==> src/rtl/route_pkg.sv <==
// Shared definitions for the per-port route requester: direction codes,
// packet field offsets and the grant/retry FSM encoding.
package route_pkg;

  typedef logic [1:0] dir_t;

  localparam dir_t DIR_NONE  = 2'b00;
  localparam dir_t DIR_X     = 2'b01;
  localparam dir_t DIR_Y     = 2'b10;
  localparam dir_t DIR_LOCAL = 2'b11;

  typedef enum logic {
    ST_IDLE = 1'b0,
    ST_REQ  = 1'b1
  } req_state_e;

  // Packet layout is {dst_x, dst_y, payload}; payload sits at bit 0.
  function automatic int unsigned pkt_width(input int unsigned coord_w, input int unsigned pay_w);
    return 2 * coord_w + pay_w;
  endfunction

  function automatic int unsigned dst_y_lsb(input int unsigned pay_w);
    return pay_w;
  endfunction

  function automatic int unsigned dst_x_lsb(input int unsigned coord_w, input int unsigned pay_w);
    return coord_w + pay_w;
  endfunction

endpackage

==> src/rtl/pkt_fifo.sv <==
// Synchronous packet FIFO with occupancy count; pushes are refused while full
// and pops while empty, regardless of the other side.
module pkt_fifo #(
  parameter int unsigned DEPTH = 4,
  parameter int unsigned PKT_W = 12
) (
  input  logic                     clk,
  input  logic                     rst_n,
  input  logic                     push,
  input  logic                     pop,
  input  logic [PKT_W-1:0]         din,
  output logic [PKT_W-1:0]         head,
  output logic [$clog2(DEPTH):0]   count,
  output logic                     full,
  output logic                     empty
);

  localparam int unsigned PTR_W = $clog2(DEPTH);
  localparam int unsigned CNT_W = PTR_W + 1;

  logic [PKT_W-1:0] mem [DEPTH];
  logic [PTR_W-1:0] wr_ptr;
  logic [PTR_W-1:0] rd_ptr;
  logic             do_push;
  logic             do_pop;

  assign full    = (count == CNT_W'(DEPTH));
  assign empty   = (count == '0);
  assign do_push = push && !full;
  assign do_pop  = pop && !empty;
  assign head    = mem[rd_ptr];

  // Pointers wrap naturally because DEPTH is a power of two.
  always_ff @(posedge clk or negedge rst_n) begin
    if (!rst_n) begin
      wr_ptr <= '0;
      rd_ptr <= '0;
      count  <= '0;
    end else begin
      if (do_push) wr_ptr <= wr_ptr + PTR_W'(1);
      if (do_pop)  rd_ptr <= rd_ptr + PTR_W'(1);
      case ({do_push, do_pop})
        2'b10:   count <= count + CNT_W'(1);
        2'b01:   count <= count - CNT_W'(1);
        default: count <= count;
      endcase
    end
  end

  always_ff @(posedge clk) begin
    if (do_push) mem[wr_ptr] <= din;
  end

endmodule

==> src/rtl/route_request.sv <==
// Per-input-port requester: queues packets, presents the XY direction of the
// head to the conflict judge and forwards or retries it on the judge's fail bit.
// Optional statistics (retry_max, starve) are built when ROUTE_REQ_STAT_EN is defined.
module route_request
  import route_pkg::*;
#(
  parameter int unsigned COORD_W = 2,
  parameter int unsigned PAY_W   = 8,
  parameter int unsigned DEPTH   = 4,
  parameter int unsigned PKT_W   = 2 * COORD_W + PAY_W
) (
  input  logic               clk,
  input  logic               rst_n,
  input  logic               control_clk,
  input  logic [COORD_W-1:0] my_x,
  input  logic [COORD_W-1:0] my_y,
  input  logic               in_valid,
  output logic               in_ready,
  input  logic [PKT_W-1:0]   in_pkt,
  output logic [1:0]         dout,
  input  logic               fail,
`ifdef ROUTE_REQ_STAT_EN
  output logic [7:0]         retry_max,
  output logic               starve,
`endif
  output logic               out_valid,
  output logic [PKT_W-1:0]   out_pkt
);

  localparam int unsigned CNT_W = $clog2(DEPTH) + 1;
  localparam int unsigned X_LSB = dst_x_lsb(COORD_W, PAY_W);
  localparam int unsigned Y_LSB = dst_y_lsb(PAY_W);

  req_state_e         state_q;
  req_state_e         state_d;
  logic               push;
  logic               pop;
  logic [PKT_W-1:0]   head;
  logic [CNT_W-1:0]   count;
  logic               full;
  logic               empty;
  logic [COORD_W-1:0] head_x;
  logic [COORD_W-1:0] head_y;
  dir_t               head_dir;

  assign in_ready = !full;
  assign push     = in_valid && in_ready;

  pkt_fifo #(
    .DEPTH (DEPTH),
    .PKT_W (PKT_W)
  ) u_fifo (
    .clk   (clk),
    .rst_n (rst_n),
    .push  (push),
    .pop   (pop),
    .din   (in_pkt),
    .head  (head),
    .count (count),
    .full  (full),
    .empty (empty)
  );

  assign head_x = head[X_LSB +: COORD_W];
  assign head_y = head[Y_LSB +: COORD_W];

  // Dimension-ordered routing: resolve X first, then Y, then deliver locally.
  always_comb begin
    head_dir = DIR_NONE;
    if (empty)                 head_dir = DIR_NONE;
    else if (head_x != my_x)   head_dir = DIR_X;
    else if (head_y != my_y)   head_dir = DIR_Y;
    else                       head_dir = DIR_LOCAL;
  end

  assign dout = (state_q == ST_REQ) ? head_dir : DIR_NONE;

  // Grant/retry FSM; fail is only meaningful in the control_clk==0 phase.
  always_comb begin
    state_d = state_q;
    pop     = 1'b0;
    case (state_q)
      ST_IDLE: begin
        if (push) state_d = ST_REQ;
      end
      ST_REQ: begin
        if (!control_clk && !fail) begin
          pop = 1'b1;
          if (count == CNT_W'(1) && !push) state_d = ST_IDLE;
        end
      end
      default: state_d = ST_IDLE;
    endcase
  end

  always_ff @(posedge clk or negedge rst_n) begin
    if (!rst_n) begin
      state_q   <= ST_IDLE;
      out_valid <= 1'b0;
      out_pkt   <= '0;
    end else begin
      state_q   <= state_d;
      out_valid <= pop;
      if (pop) out_pkt <= head;
    end
  end

`ifdef ROUTE_REQ_STAT_EN
  logic [7:0] retry_cnt_q;
  logic [7:0] retry_max_q;
  logic       retry_hit;
  logic [7:0] retry_cnt_inc;

  assign retry_hit     = (state_q == ST_REQ) && !control_clk && fail && (retry_cnt_q != 8'hFF);
  assign retry_cnt_inc = retry_cnt_q + 8'd1;
  assign retry_max     = retry_max_q;
  assign starve        = (retry_cnt_q >= 8'd16);

  // Per-packet retry count saturates; the high-water mark survives pops.
  always_ff @(posedge clk or negedge rst_n) begin
    if (!rst_n) begin
      retry_cnt_q <= '0;
      retry_max_q <= '0;
    end else begin
      if (pop) begin
        retry_cnt_q <= '0;
      end else if (retry_hit) begin
        retry_cnt_q <= retry_cnt_inc;
        if (retry_cnt_inc > retry_max_q) retry_max_q <= retry_cnt_inc;
      end
    end
  end
`endif

endmodule

==> config.mk <==
export PLATFORM = sky130hd
export DESIGN_NAME = route_request
export DESIGN_NICKNAME = d
export VERILOG_FILES = /design/src/rtl/route_pkg.sv /design/src/rtl/pkt_fifo.sv /design/src/rtl/route_request.sv
export SDC_FILE = /design/constraint.sdc
export NUM_CORES = 1
export LEC_CHECK = 0
export CAP_MARGIN = 20
export CORE_ASPECT_RATIO = 1.2
export CORE_MARGIN = 2
export CORE_UTILIZATION = 58
export DETAILED_ROUTE_END_ITERATION = 6
export GPL_TIMING_DRIVEN = 0
export PLACE_DENSITY_LB_ADDON = 0.1
export SLEW_MARGIN = 0
export SYNTH_ARGS = -nofsm -noshare
export SYNTH_HDL_FRONTEND = slang
export SYNTH_SLANG_ARGS = --single-unit
==> constraint.sdc <==
create_clock -name clk -period 2.9 [get_ports clk]
set_input_delay 0.29 -clock clk [delete_from_list [all_inputs] [get_ports clk]]
set_output_delay 0.29 -clock clk [all_outputs]
set_load 0.02 [all_outputs]
**Word-level counts from Yosys, hierarchy flattened**

Memories as Yosys holds them, arrays and structs flattened.
Index checks and enable logic that the tools add are counted.
Widths: inputs -> output; s select.

- Memory bits (read-only): 0
- Memories: 1
- Latch bits: 0
- Register bits: 21
- Input bits: 21
- Word-level logic and storage cells: 43
- Bits in writable memories: 48

- Bitwise operators: 1
- $mul: 0
- Add/subtract/negate cells: 4
- Muxes and demuxes: 13
- Equal/unequal tests: 6
- Shift-type cells: 0
- Magnitude comparators: 0
- Reductions and logical operators: 12
- Divide/modulo/power cells: 0

Memories:

| memory | words | width | rd ports | clocked after Yosys merged registers in | wr ports | line | RTL |
|---|---|---|---|---|---|---|---|
| u_fifo.mem | 4 | 12 | 1 | 0 | 1 | pkt_fifo.sv:21 | `logic [PKT_W-1:0] mem [DEPTH];` |

Operators with widths:

| cell | count |
|---|---|
| $mux 1 | 8 |
| $mux 2 | 3 |
| $pmux 3 s2 | 1 |
| $logic_and 1x1->1 | 5 |
| $logic_not 1->1 | 5 |
| $add 2x1->2 const B | 2 |
| $ne 2x2->1 | 2 |
| $add 3x1->3 const B | 1 |
| $eq 3x1->1 const B | 1 |
| $eq 3x3->1 const B | 1 |
| $logic_not 3->1 | 1 |
| $sub 3x1->3 const B | 1 |
| $eq 2x1->1 const B | 1 |
| $eq 2x2->1 const B | 1 |
| $pmux 1 s2 | 1 |
| $reduce_bool 2->1 | 1 |
| $not 1->1 | 1 |

**Depth between registers and ports, before layout**

Gate-level depths: netlist of run 1.

- Depth in word-level cells: 8
- Depth in mapped cells: 9

**Hierarchy**

From an unflattened synthesis of run 1, not the netlist that was laid out.

- Cells, all modules: 144
- Area total of the unflattened synthesis: 2836.5 um^2

By module, submodules not included:

| module | cells each | area an instance (um^2) | instances |
|---|---|---|---|
| pkt_fifo | 100 | 2188.3 | 1 |
| route_request | 44 | 648.1 | 1 |

**Worst setup path after synthesis of run 1**

Ideal clock, no wire load.

- Path kind: flip-flop to output port
- Start point: reg u_fifo.rd_ptr[0]
- End point: out dout[0]
- Cell stages (with the launch flop): 6
- Slack: 1.063 ns
- Data required time: 2.610 ns
- Path buffers: 1
- Arrival time: 1.547 ns
- Cells stage by stage: dfrtp_1 buf_6 mux4_2 xnor2_1 nand2_1 a31oi_1

- Longest elaborated chain between the ends: 6
- Elaborated cells on any way between the ends: 7
- Those cells by class: eq/ne: 2; mux: 4; memory: 1

RTL lines:

| item | line | RTL |
|---|---|---|
| start: declaration | pkt_fifo.sv:23 | `logic [PTR_W-1:0] rd_ptr;` |
| start signal: assignment | pkt_fifo.sv:41 | `if (do_pop) rd_ptr <= rd_ptr + PTR_W'(1);` |
| $mem_v2 4x12 (*) | -- |  |
| $ne 2x2->1 | route_request.sv:72 | `else if (head_y != my_y) head_dir = DIR_Y;` |
| $mux 1 | route_request.sv:72 |  |
| $mux 2 (*) | route_request.sv:71 | `else if (head_x != my_x) head_dir = DIR_X;` |
| $mux 2 (*) | route_request.sv:70 | `if (empty) head_dir = DIR_NONE;` |
| $mux 2 (*) | route_request.sv:76 | `assign dout = (state_q == ST_REQ) ? head_dir : DIR_NONE;` |
| end: declaration | route_request.sv:20 | `output logic [1:0] dout,` |

Every way passes the cells marked *; elsewhere a longest branch is shown, timed or not.

**Final worst setup path of run 1**

- Start point: reg u_fifo.rd_ptr[1]
- End point: out dout[1]

- Longest elaborated chain between the ends: 5

RTL lines:

| item | line |
|---|---|
| $mem_v2 4x12 | -- |
| $ne 2x2->1 | route_request.sv:71 |
| $mux 2 | route_request.sv:71 |
| $mux 2 | route_request.sv:70 |
| $mux 2 | route_request.sv:76 |

Every way passes these cells.

==> qor.csv, run 1 <==
metric,value,unit
num_rows,27,
hpwl,2990,um
io_buffers,36,
grt_use_total,20.5,%
core,4590,sq um
ant_nets,0,
die_y,79.7,um
power_density,581,nW/um^2
grt_first_pass_wirelength,7400,um
clk_pin_slew_worst_paths,70,ps
drive_gt1_share,20.9,%
crit_path_end_kind,output port,
max_freq,365,MHz
leakagePower,1.33,nW
multi_input_area,728,sq um
vias,1442,
status,"finished, final reports clean",
cts_hold_buf,0,
synthDistinctLibCells,21,
post_cts_buffers,0,
die_x,67.1,um
worstSetupPathType,reg -> out,
synth_warnings,0,
cts_tree,done,
finalNonFillerCells,259,
drt-total-wl,4790,um
syn_area_per_cell,18.7,sq um
firstDrtPassIters,4,
dp_slack,505,ps
placed_cells,242,
ctsResizeCount,0,
placed_area,3210,sq um
drt_iter0_drc,66,
ys_ff_latch,69,
skew,6.16,ps
synth_nets,178,
maxCapViolations,0,
hold_path_class,in -> async,
hold_viol_final,0,
antenna_found_initial,0,
whs,161,ps
timing.final.ws_setup,163,ps
total_power,2.02,mW
ys_seq_area_share,70.9,%
required,2610,ps
cp.arrival,2450,ps
worst_slew_pin_slew,694,ps
netlist_area,2770,sq um
critPathMaxFanout,10,
grt-ovfl-total,0,
area_growth,25.2,%
relSlewSlack,53.8,%
htree_levels,3,
cts_inserted_buffers,9,
fin_crit,2740,ps
rsz0062_at_grt,no,
nets,226,
post-route-util,75.5,%
critPathLaunchType,flip-flop,
postSynthCellCount,148,
grt_max_degree,22,
seq_area,1970,sq um
drc_errors,0,
clock-sinks,69,
initial_core_util,60.3,%
clockRootBuffer,clkbuf_8,
insertion_delay,330,ps
setup_tns,0,ps
antenna_cells,0,
slew_viol_final,0,
peakVddDrop,0.415,mV
grt_pass1_vias,1496,
finalSetupViolCount,0,
io_pins,37,
die_area,5350,sq um
finalCritPeriodShare,94.4,%
clockBufferDepth,2,
design_area,3470,sq um
drt-wirelength-per-cell,18.5,um
nFillCells,290,
avgViaCountPerCell,5.57,
gp_congestion,0.698,
[synth_stat cells (all sizes together)]
cell / instances / area, sq um
dfrtp: 21 / 526
o41ai: 1 / 8.76
ha: 9 / 113
or3b: 1 / 8.76
and3: 4 / 25.0
xor2: 1 / 8.76
nand2: 7 / 26.3
xnor2: 9 / 78.8
and2: 1 / 6.26
buf: 5 / 43.8
edfxtp: 48 / 1440
a21oi: 1 / 8.76
mux2i: 1 / 10.0
mux4: 12 / 270
o21ai: 3 / 15.0
inv: 9 / 33.8
nor2: 2 / 7.51
mux2: 12 / 135
a31oi: 1 / 6.26
[worst max-delay path, stage by stage (launching register included)]
cell	delay, ps
dfrtp_1	430
buf_2	310
mux4_2	400
xnor2_1	200
nand2_1	70
nor2_1	100
clkdlybuf4s50_1	610
[logic make-up (layout without fill, tap and decap cells)]
logic type                 count (synthesis)  in the layout  share of synthesized area (%)
DFF                                       69             69                           70.9
muxes                                     25             25                           15.0
xor gates and xnor gates                  10             10                           3.16
AOI/OAI and AO/OA                          6              6                           1.40
buffers and inverters                     14             67                           2.80
and+or+nand+nor                           15             15                           2.66
adders and majority gates                  9              9                           4.06
[routing by layer]
layer / GRT usage, % / wire [um] / up-vias / part of all wire (%)
met1: 23.4 / 1860 / 728 / 39
met4: 9.80 / 93 / 0 / 1.9
met2: 35.8 / 2580 / 54 / 54
met3: 4.65 / 257 / 9 / 5.4
met5: 0 / 0 / - / 0
li1: - / - / 651 / -
[area by class of cell]
cell class,count,share of cell area (%)
clock buffer,9,3.57
sequential,69,56.7
clock inverter,7,3.28
timing repair buffer,37,11.2
multi-input combinational,65,21.0
tap,58,2.09
buffer,5,1.26
inverter,9,0.973
[flip-flops by register name, indices dropped and copies added, names as in the netlist]
signal,count
state_q,1
out_valid,1
u_fifo.wr_ptr,2
u_fifo.rd_ptr,2
u_fifo.mem,48
u_fifo.count,3
out_pkt,12
[path summary, 6_finish.rpt]
kind,from,end,slack (ps),cells after the start
max,u_fifo.rd_ptr[1],dout[1],160,6
min,rst_n,out_pkt[9],160,1
max reg2reg,u_fifo.count[0],u_fifo.count[2],970,9
min reg2reg,out_pkt[10],out_pkt[10],490,1
max in group asynchronous,rst_n,out_pkt[5],2380,2
min in group clk,out_pkt[10],out_pkt[10],490,1
[cells in the final DEF, fill, tap and decap left out, types with 4 or more instances in the layout]
cell type,netlist,routed
inv_1,9,9
ha_1,9,9
xnor2_1,9,9
mux2_2,9,9
clkbuf_8,0,9
mux4_2,12,12
and3_1,4,4
edfxtp_1,48,48
clkdlybuf4s50_1,0,36
nand2_1,7,7
dfrtp_1,21,21
[power by group]
| part | switching (mW) | total (mW) | internal (mW) |
|---|---|---|---|
| Combinational | 0.0186 | 0.0483 | 0.0297 |
| Sequential | 0 | 1.05 | 1.05 |
| Clock | 0.348 | 0.915 | 0.567 |
Note: power is estimated with default switching activity, not from simulation.
==> inputs of run 2 (changes only) <==
--- a/config.mk
+++ b/config.mk
@@ -7,7 +7,6 @@
 export LEC_CHECK = 0
 export CAP_MARGIN = 20
 export CORE_ASPECT_RATIO = 1.2
-export CORE_MARGIN = 2
 export CORE_UTILIZATION = 58
 export DETAILED_ROUTE_END_ITERATION = 6
 export GPL_TIMING_DRIVEN = 0
==> run 2 against run 1 <==
  * Hold slack better by 99 ps
  * Largest cell class unchanged
  * Clock skew about the same
  * Fmax up 0.14%
  * Wire length down 2.6%
  * Sequential share of layout area up 0.93 points
  * Cell count unchanged
  * Power down 9.7%
  * Via count up 0.14%
  * Largest power group unchanged
  * Die area down 5.4%
==> qor.csv, run 2 (synthesis results as in run 1) <==
metric,value,unit,change
placed_cells,242,,unchanged
die_y,77.7,um,was 79.7 um
ant_nets,0,,unchanged
grt_pass1_vias,1555,,was 1496
clock-sinks,69,,unchanged
path_cells,buf_2 -> mux4_2 -> xnor2_1 -> nand2_1 -> nor2_1 -> clkdlybuf4s50_1,,unchanged
slowest_stage,clkdlybuf4s50_1,,unchanged
skew,6.05,ps,was 6.16 ps
cp_num_cells,6,,unchanged
initial_core_util,60.3,%,unchanged
grt_first_pass_wirelength,7580,um,was 7400 um
drt_iter0_drc,44,,was 66
slew_viol_final,0,,unchanged
worst_slew_pin_slew,685,ps,was 694 ps
finalCritPeriodShare,94.3,%,was 94.4%
power_density,534,nW/um^2,was 581 nW/um^2
whs,260,ps,was 161 ps
rsz0062_at_grt,no,,unchanged
hold_viol_final,0,,unchanged
ff2ff_path_depth,8,,was 9
largest_reg_flops,48,,unchanged
drive_gt1_share,19.9,%,was 20.9%
grt_use_total,21.1,%,was 20.5%
core,4590,sq um,unchanged
crit_buf_inv,2,,unchanged
drt-total-wl,4670,um,was 4790 um
cts_hold_buf,0,,unchanged
cts_inserted_buffers,9,,unchanged
max_freq,366,MHz,was 365 MHz
area_growth,23.1,%,was 25.2%
clockBufferDepth,2,,unchanged
num_rows,27,,unchanged
clk_pin_slew_worst_paths,70,ps,about the same
firstDrtPassIters,4,,unchanged
critPathLaunchType,flip-flop,,unchanged
drt-wirelength-per-cell,18.0,um,was 18.5 um
required,2610,ps,about the same
finalNonFillerCells,259,,unchanged
vias,1444,,was 1442
avgViaCountPerCell,5.58,,was 5.57
status,"finished, final reports clean",,unchanged
regMostFlops,u_fifo.mem,,unchanged
hold_path_class,in -> async,,unchanged
antenna_cells,0,,unchanged
grt-ovfl-total,0,,unchanged
layout_common_cells,"edfxtp_1 (48), clkdlybuf4s50_1 (36), dfrtp_1 (21)",,unchanged
crit_path_end_kind,output port,,unchanged
maxCapViolations,0,,unchanged
post_cts_buffers,0,,unchanged
peakVddDrop,0.417,mV,was 0.415 mV
critPathTopFamily,buffers and inverters,,unchanged
insertion_delay,320,ps,was 330 ps
setup_tns,0,ps,unchanged
cp.arrival,2440,ps,was 2450 ps
htree_levels,3,,unchanged
worstSetupPathType,reg -> out,,unchanged
finalSetupViolCount,0,,unchanged
io_buffers,36,,unchanged
critPathMaxFanout,10,,unchanged
relSlewSlack,54.3,%,was 53.8%
fin_crit,2730,ps,was 2740 ps
cts_tree,done,,unchanged
die_x,65.1,um,was 67.1 um
reg.largest.list,"u_fifo.mem x48, out_pkt x12, u_fifo.count x3",,unchanged
io_pins,37,,unchanged
clockRootBuffer,clkbuf_8,,unchanged
ctsResizeCount,0,,unchanged
antenna_found_initial,0,,unchanged
nets,226,,unchanged
hpwl,3090,um,was 2990 um
leakagePower,1.31,nW,was 1.33 nW
cpPeakStageDelay,620,ps,was 610 ps
grt_max_degree,22,,unchanged
gp_congestion,0.734,,was 0.698
die_area,5060,sq um,was 5350 sq um
final_common_cell,edfxtp_1,,unchanged
drc_errors,0,,unchanged
run 2: metal layers:
metal | vias up | part of all wire, % | global-route usage [%]
met3 | 9 | 5.7 | 4.56
li1 | 654 | - | -
met1 | 735 | 39 | 26.0
met5 | - | 0 | 0
met2 | 46 | 53 | 35.1
met4 | 0 | 1.6 | 10.4
run 2: final timing paths:
check                                       from               to  slack [ps]
worst max-delay path            u_fifo.rd_ptr[1]          dout[1]         170
worst min-delay path                       rst_n        out_valid         260
worst max register to register   u_fifo.count[0]  u_fifo.count[2]         960
worst min register to register       out_pkt[10]      out_pkt[10]         500
max in group asynchronous                  rst_n       out_pkt[0]        2220
min in group clk                     out_pkt[10]      out_pkt[10]         500
run 2: report_power, final:
part	internal [mW]	switching (mW)	leakage, nW
Sequential	1.06	0	0.709
Combinational	0.0297	0.0191	0.511
Clock	0.387	0.331	0.0888
run 2: layout make-up:
| cell class | count | area (sq um) |
|---|---|---|
| sequential | 69 | 1970 |
| fill | 274 | 1180 |
| multi-input combinational | 65 | 728 |
| timing repair buffer | 37 | 388 |
| clock buffer | 10 | 128 |
| tap | 58 | 72.6 |
| clock inverter | 6 | 53.8 |
| buffer | 5 | 43.8 |
| inverter | 9 | 33.8 |
run 2: stage by stage:
stage | power (mW) | setup slack (ps) | utilization [%] | instance area (sq um)
after global routing | 1.87 | 61.6 | 74.3 | 3410
final | 1.82 | 167 | 74.3 | 3410
after global placement | 1.12 | 566 | 69.8 | 3210
after CTS | 1.83 | 158 | 73.7 | 3390
after floorplan | 1.08 | 1060 | - | 2770
after detailed placement | 1.12 | 515 | 69.8 | 3210
